## src/rtl/sop_pipe_unit.sv

```systemverilog
// sop_pipe_unit: two-stage valid/ready pipeline that evaluates a per-bit
// two-term logic function (SOP, POS, XOR-of-products, NOR-of-products)
// of four W-bit operands and reports the popcount of the result.
// Optional feature macro: SOP_PIPE_PARITY_EN adds a registered parity
// output 'par' (= ^s) that follows s exactly.
module sop_pipe_unit #(
    parameter int W = 4
) (
    input  logic                   clk,
    input  logic                   reset,
    input  logic                   in_valid,
    output logic                   in_ready,
    input  logic [1:0]             mode,
    input  logic [W-1:0]           a,
    input  logic [W-1:0]           b,
    input  logic [W-1:0]           c,
    input  logic [W-1:0]           d,
    output logic                   out_valid,
    input  logic                   out_ready,
    output logic [W-1:0]           s,
    output logic [$clog2(W+1)-1:0] ones
`ifdef SOP_PIPE_PARITY_EN
    ,
    output logic                   par
`endif
);

    localparam int OW = $clog2(W + 1);

    localparam logic [1:0] MODE_SOP  = 2'd0;
    localparam logic [1:0] MODE_POS  = 2'd1;
    localparam logic [1:0] MODE_XOR  = 2'd2;
    localparam logic [1:0] MODE_NSOP = 2'd3;

    // Number of set bits in a result word.
    function automatic logic [OW-1:0] popcount(input logic [W-1:0] v);
        logic [OW-1:0] n;
        n = {OW{1'b0}};
        for (int i = 0; i < W; i++) begin
            n = n + OW'(v[i]);
        end
        return n;
    endfunction

    // Even parity (XOR reduction) of a result word.
    function automatic logic parity(input logic [W-1:0] v);
        return ^v;
    endfunction

    // Stage 1 state: the two intermediate terms and the mode that combines them.
    logic         s1_valid_q, s1_valid_d;
    logic [W-1:0] s1_x_q,     s1_x_d;
    logic [W-1:0] s1_y_q,     s1_y_d;
    logic [1:0]   s1_mode_q,  s1_mode_d;

    // Stage 2 state: the visible result.
    logic          out_valid_q, out_valid_d;
    logic [W-1:0]  s_q,         s_d;
    logic [OW-1:0] ones_q,      ones_d;
    logic          par_q,       par_d;

    logic          s2_load;
    logic          in_xfer;
    logic [W-1:0]  comb_res;

    // S2 can take S1's word when it is empty or its word leaves this cycle;
    // in_ready is therefore combinational from out_ready so a full pipe still
    // streams at one word per cycle.
    assign s2_load  = s1_valid_q & (~out_valid_q | out_ready);
    assign in_ready = ~s1_valid_q | s2_load;
    assign in_xfer  = in_valid & in_ready;

    // Stage 1 next state: capture product (or, for POS, sum) terms on accept.
    always_comb begin
        s1_valid_d = s1_valid_q;
        s1_x_d     = s1_x_q;
        s1_y_d     = s1_y_q;
        s1_mode_d  = s1_mode_q;
        if (in_xfer) begin
            s1_valid_d = 1'b1;
            s1_mode_d  = mode;
            if (mode == MODE_POS) begin
                s1_x_d = a | c;
                s1_y_d = b | d;
            end else begin
                s1_x_d = a & c;
                s1_y_d = b & d;
            end
        end else if (s2_load) begin
            s1_valid_d = 1'b0;
        end else begin
            s1_valid_d = s1_valid_q;
        end
    end

    // Combine the two registered terms according to the captured mode.
    always_comb begin
        comb_res = {W{1'b0}};
        case (s1_mode_q)
            MODE_SOP:  comb_res = s1_x_q | s1_y_q;
            MODE_POS:  comb_res = s1_x_q & s1_y_q;
            MODE_XOR:  comb_res = s1_x_q ^ s1_y_q;
            MODE_NSOP: comb_res = ~(s1_x_q | s1_y_q);
            default:   comb_res = {W{1'b0}};
        endcase
    end

    // Stage 2 next state: load from S1, retire on output transfer, else hold.
    always_comb begin
        out_valid_d = out_valid_q;
        s_d         = s_q;
        ones_d      = ones_q;
        par_d       = par_q;
        if (s2_load) begin
            out_valid_d = 1'b1;
            s_d         = comb_res;
            ones_d      = popcount(comb_res);
            par_d       = parity(comb_res);
        end else if (out_valid_q && out_ready) begin
            out_valid_d = 1'b0;
        end else begin
            out_valid_d = out_valid_q;
        end
    end

    // Pipeline registers with synchronous reset that drops any in-flight words.
    always_ff @(posedge clk) begin
        if (reset) begin
            s1_valid_q  <= 1'b0;
            s1_x_q      <= {W{1'b0}};
            s1_y_q      <= {W{1'b0}};
            s1_mode_q   <= 2'd0;
            out_valid_q <= 1'b0;
            s_q         <= {W{1'b0}};
            ones_q      <= {OW{1'b0}};
            par_q       <= 1'b0;
        end else begin
            s1_valid_q  <= s1_valid_d;
            s1_x_q      <= s1_x_d;
            s1_y_q      <= s1_y_d;
            s1_mode_q   <= s1_mode_d;
            out_valid_q <= out_valid_d;
            s_q         <= s_d;
            ones_q      <= ones_d;
            par_q       <= par_d;
        end
    end

    assign out_valid = out_valid_q;
    assign s         = s_q;
    assign ones      = ones_q;
`ifdef SOP_PIPE_PARITY_EN
    assign par       = par_q;
`else
    logic unused_par;
    assign unused_par = par_q;
`endif

endmodule

```

## config.mk

```make
export PLATFORM = sky130hd
export DESIGN_NAME = sop_pipe_unit
export DESIGN_NICKNAME = d
export VERILOG_FILES = /design/src/rtl/sop_pipe_unit.sv
export SDC_FILE = /design/constraint.sdc
export NUM_CORES = 1
export LEC_CHECK = 0
export ABC_AREA = 1
export BUFFER_PORTS_ARGS = -buffer_cell sky130_fd_sc_hd__buf_2
export CORE_MARGIN = 4
export CORE_UTILIZATION = 55
export DETAILED_ROUTE_END_ITERATION = 6
export PLACE_DENSITY = 0.83
export SETUP_SLACK_MARGIN = 0.02
export SLEW_MARGIN = 10
export SYNTH_ARGS = -nofsm -noshare
export SYNTH_HDL_FRONTEND = slang
export SYNTH_SLANG_ARGS = --single-unit
```

## constraint.sdc

```tcl
create_clock -name clk -period 3.5 [get_ports clk]
set_input_delay 0.7 -clock clk [delete_from_list [all_inputs] [get_ports clk]]
set_output_delay 0.7 -clock clk [all_outputs]
set_load 0.02 [all_outputs]
```

* Word level (Yosys, flattened, before mapping)
Cells that the tools add are included.
** Cells by class
- Equal/unequal tests :: 4
- Reduce and logical (&&, ||, !) cells :: 4
- $add $sub $neg :: 3
- Bitwise operators :: 14
- Muxes and demuxes :: 7
** Operators with widths (number)
- case mux 4 bit (4 select lines) :: 1
- AND 4 bit :: 3
- bitwise OR 4 bit :: 3
- two-way mux 4 bit :: 2
- equality test 2 x 1 -> 1 bit (second input constant) :: 2
- equality test 2 bit (second input constant) :: 2
- two-way mux 1 bit :: 4
- NOT 4 bit :: 1
- nonzero test 2 bit :: 2
- XOR 4 bit :: 1
- adder 2 x 1 -> 3 bit :: 1
- adder 3 x 1 -> 3 bit :: 1
- adder 1 x 1 -> 2 bit :: 1
- AND 1 bit :: 2
- logical NOT 2 bit :: 1
- NOT 1 bit :: 2
- bitwise OR 1 bit :: 2
- logical AND 1 bit :: 1
** Word-level totals
- Bits in registers :: 19
- Word-level logic and storage cells :: 39
- Output and inout bits :: 9

* Depth between registers and ports, before layout
- Depth after elaboration :: 6
- Depth in mapped cells :: 11
- Mapped depth without buffers :: 11

* Least setup slack after synthesis
No wires, ideal clock.
- Path kind :: flip-flop to flip-flop
- Start :: register s1_x_q[1]
- End :: register ones_q[1], in the netlist ones[1]
- Path slack :: 1.385 ns
- Data required time :: 3.384 ns
- Path buffers :: 0
- Period minus slack after synthesis :: 2.115 ns
- Setup time :: 0.116 ns
- Stages on the path, launching flop included :: 12
- Data arrival time :: 1.999 ns
- Cell sequence :: dfxtp_1 inv_1 ha_1 nand3_1 nand2_1 inv_1 nand3_1 fa_1 ha_1 ha_1 o21ai_0 nor2_1
** On the way
- Word-level cells in the longest chain between the ends :: 6
- Elaborated cells on any way between the ends :: 8
- Classes of those cells :: add/sub: 3; mux: 1; bitwise: 4
** Ends and longest elaborated chain
- start: declaration :: line 52 : logic [W-1:0] s1_x_q, s1_x_d;
- start signal: assignment :: line 130 : s1_x_q <= {W{1'b0}};
- bitwise OR 4 bit :: line 100, 103
- NOT 4 bit :: line 103 : MODE_NSOP: comb_res = ~(s1_x_q | s1_y_q);
- case mux 4 bit (4 select lines) * :: line 99 : case (s1_mode_q)
- via comb_res[1] :: line 64 : logic [W-1:0] comb_res;
- adder 1 x 1 -> 2 bit * :: line 40 : n = n + OW'(v[i]);
- adder 2 x 1 -> 3 bit * :: line 40
- adder 3 x 1 -> 3 bit * :: line 40
- end signal: assignment :: line 135 : ones_q <= {OW{1'b0}};
- end signal: assignment :: line 144 : ones_q <= ones_d;
- end: declaration :: line 59 : logic [OW-1:0] ones_q, ones_d;
Mark *: on every way through the listed nets, which the timed path passes. The rest lies on a longest branch.
A chain may end at the register's enable or synchronous reset.

* Worst setup path in the final report
Same ends and word-level chain as after synthesis.

==> results_dict.tcl <==
set metrics [dict create \
    grt_usage_pct 19.5 \
    synth_xor_xnor_area_share_pct 0 \
    hold_class "flop to flop" \
    synth_top_area_cell "dfxtp_1" \
    p_total_mw 0.488 \
    max-vdd-ir-drop_uv 264 \
    timing.rr.start "s1_x_q[1]$_SDFFE_PP0P_" \
    fin_util_pct 66.4 \
    htreeDepth 1 \
    syn_area_sq_um 1150 \
    setup.worst_path.class "flop to flop" \
    timing.final.crit_share_pct 65.5 \
    regToRegSetupSlack_ps 1210 \
    crit_arrival_ps 2500 \
    cts-resized-gates 0 \
    die_h_microns 53.8 \
    antenna_cells 0 \
    area_growth_pct 14.0 \
    clock_skew_ps 5.81 \
    worst_slew_pin_slew_ps 406 \
    synth_area_per_cell_sq_um 7.08 \
    finalMaxSlewViolations 0 \
    r2r_cells 11 \
    outcome "finished clean" \
    synth_top_family_by_area "simple AND/OR/NAND/NOR gates" \
    clockRootBuffer "clkbuf_4" \
    cp-endpoint "ones[1]$_SDFFE_PP0P_" \
    yosys_warnings 0 \
    crit_top_cell "ha_1" \
    synthMuxAreaShare_pct 0 \
    std_cell_rows 16 \
    critical_path.startpoint_type "flop" \
    ys_top_cells_by_area "dfxtp_1 (33%), ha_1 (11%), o21ai_0 (10%)" \
    synth_fa_ha_area_share_pct 12.6 \
    cts_sinks 19 \
    p_leak_nw 0.703 \
    cts_tree "done" \
    grt_pass1_wl_microns 4110 \
    cp-startpoint "s1_x_q[1]$_SDFFE_PP0P_" \
    grt_antenna_before_repair 0 \
    fillers 182 \
    power.density_nw_per_um2 371 \
    clock_path_buffers 2 \
    finalSetupViolCount 0 \
    synth_compound_area_share_pct 13.9 \
    fmax_mhz 436 \
    pin_count 31 \
    grt_pass1_vias 1065 \
    insertion_delay_ps 300 \
    hold_viol_final 0 \
    synth_top_cell_area_share_pct 33.0 \
    ys_seq_area_share_pct 33.0 \
    post-cts-setup-buffer-count 0 \
    core_sq_um 1980 \
    clkTransAtPathRegs_ps 110 \
    hold_buffers 0 \
    placed_area_sq_um 1290 \
    crit_path_top_delay_cell "fa_1" \
    cap_violations 0 \
    vias_per_cell 5.16 \
    io_buffers 30 \
    reg2reg_to "ones[1]$_SDFFE_PP0P_" \
    slew_headroom_pct 72.9 \
    ys_types 19 \
    whs_ps 496 \
    cts_made_buffers 3 \
    min_period_ps 2290 \
    routed_wl_microns 2490 \
    layout-drive-gt1-share_pct 23.4 \
    critPathMaxStageDelay_ps 480 \
    detail_route.iter0.violations 25 \
    initial_core_util_pct 58.2 \
    dr.pass1.iters 4 \
    die_area_sq_um 2890 \
    syn-instance-count 163 \
    layout_commonest_cell "buf_2" \
    cp-end-kind "flop" \
    ys_seq_elements 19 \
    final_area_sq_um 1320 \
    synth_fp_nets 196 \
    crit_fanout 3 \
    synth-simple-area-share_pct 28.7 \
    routedWlPerCell_microns 11.4 \
    remaining_drc_errors 0 \
    gp_congestion 0.776 \
    grt_overflow 0 \
    critPathRequiredTime_ps 3710 \
    grt_max_degree 16 \
    mostFrequentLayoutCells "buf_2 (30), nand2_1 (26), nor2_1 (25)" \
    vias 1129 \
    dp_hpwl_microns 1940 \
    die-width_microns 53.8 \
    antenna_left 0 \
    nNetsFinal 226 \
    path_cells "inv_1 > ha_1 > nand3_1 > nand2_1 > inv_1 > nand3_1 > fa_1 > ha_1 > ha_1 > o21ai_0 > nor2_1" \
    rsz0062_at_grt "no" \
    tns_ps 0 \
]
[state kept, by name (all words and copies together), names as in the netlist]
name,count
s,4
s1_mode_q,2
s1_y_q,4
s1_x_q,4
out_valid,1
s1_valid_q,1
ones,3
[synth_stat cells]
cell	n
nand3_2	1
nand2_1	26
nor2_1	25
nand4_1	2
o21bai_1	2
fa_1	1
nand2_2	2
ha_1	10
nand3_1	14
inv_2	4
nand2_4	1
nor2_2	2
nor2_4	1
o21ai_0	23
a21oi_1	6
buf_2	1
buf_6	4
dfxtp_1	19
inv_1	19
[per-stage QoR]
| stage | worst slack, ps | instances |
|---|---|---|
| floorplan | 1390 | 163 |
| global placement | 1340 | 215 |
| detailed placement | 1220 | 215 |
| CTS | 1210 | 219 |
| global route | 1010 | 219 |
| finish | 1210 | 219 |
[report_power, final]
part           leakage [nW]  switching [mW]  internal [mW]  total, mW
combinational         0.528          0.0757         0.0509      0.127
sequential            0.157          0.0144          0.233      0.247
clock                0.0177          0.0714         0.0426      0.114
total                 0.703           0.161          0.326      0.488
[metal layers]
layer / GRT usage [%] / wire length [microns] / vias up
met5: 0 / 0 / -
met4: 5.53 / 21 / 0
met3: 3.32 / 125 / 5
met2: 37.5 / 1310 / 29
met1: 21.5 / 1030 / 515
li1: - / - / 580
[cells by family (layout without fill, tap and decap cells)]
logic type	after synthesis	after routing
simple gates	74	74
flops	19	19
buf+inv	28	57
fa+ha+maj	11	11
compound gates	31	31
[final cells by class]
type / count / area [sq um] / share of cell area, %
clock buffer: 3 / 22.5 / 1.71
clock inverter: 1 / 5.00 / 0.381
inverter: 23 / 86.3 / 6.57
multi-input combinational: 116 / 637 / 48.4
sequential: 19 / 380 / 28.9
tap: 27 / 33.8 / 2.57
timing repair buffer: 30 / 150 / 11.4
[worst min-delay path by stage]
| stage | startpoint | cells after the start | slack (ps) | to |
|---|---|---|---|---|
| CTS | ones[0]$_SDFFE_PP0P_ | 2 | 500 | ones[0]$_SDFFE_PP0P_ |
| global route | ones[0]$_SDFFE_PP0P_ | 2 | 520 | ones[0]$_SDFFE_PP0P_ |
| finish | ones[2]$_SDFFE_PP0P_ | 2 | 500 | ones[2]$_SDFFE_PP0P_ |
| global placement | ones[0]$_SDFFE_PP0P_ | 2 | 460 | ones[0]$_SDFFE_PP0P_ |
| detailed placement | ones[0]$_SDFFE_PP0P_ | 2 | 470 | ones[0]$_SDFFE_PP0P_ |
| floorplan | s1_y_q[0]$_SDFFE_PP0P_ | 2 | 500 | s1_y_q[0]$_SDFFE_PP0P_ |
[worst max-delay path, delay by kind of cell, from the launching register on]
family / cells / cell delay, ps
AO/OA/AOI/OAI: 1 / 170
buffers and inverters: 2 / 120
AND/OR/NAND/NOR: 4 / 300
flip-flops: 1 / 370
adder cells (fa/ha/maj): 4 / 1240
(Power assumes the default switching activity.)
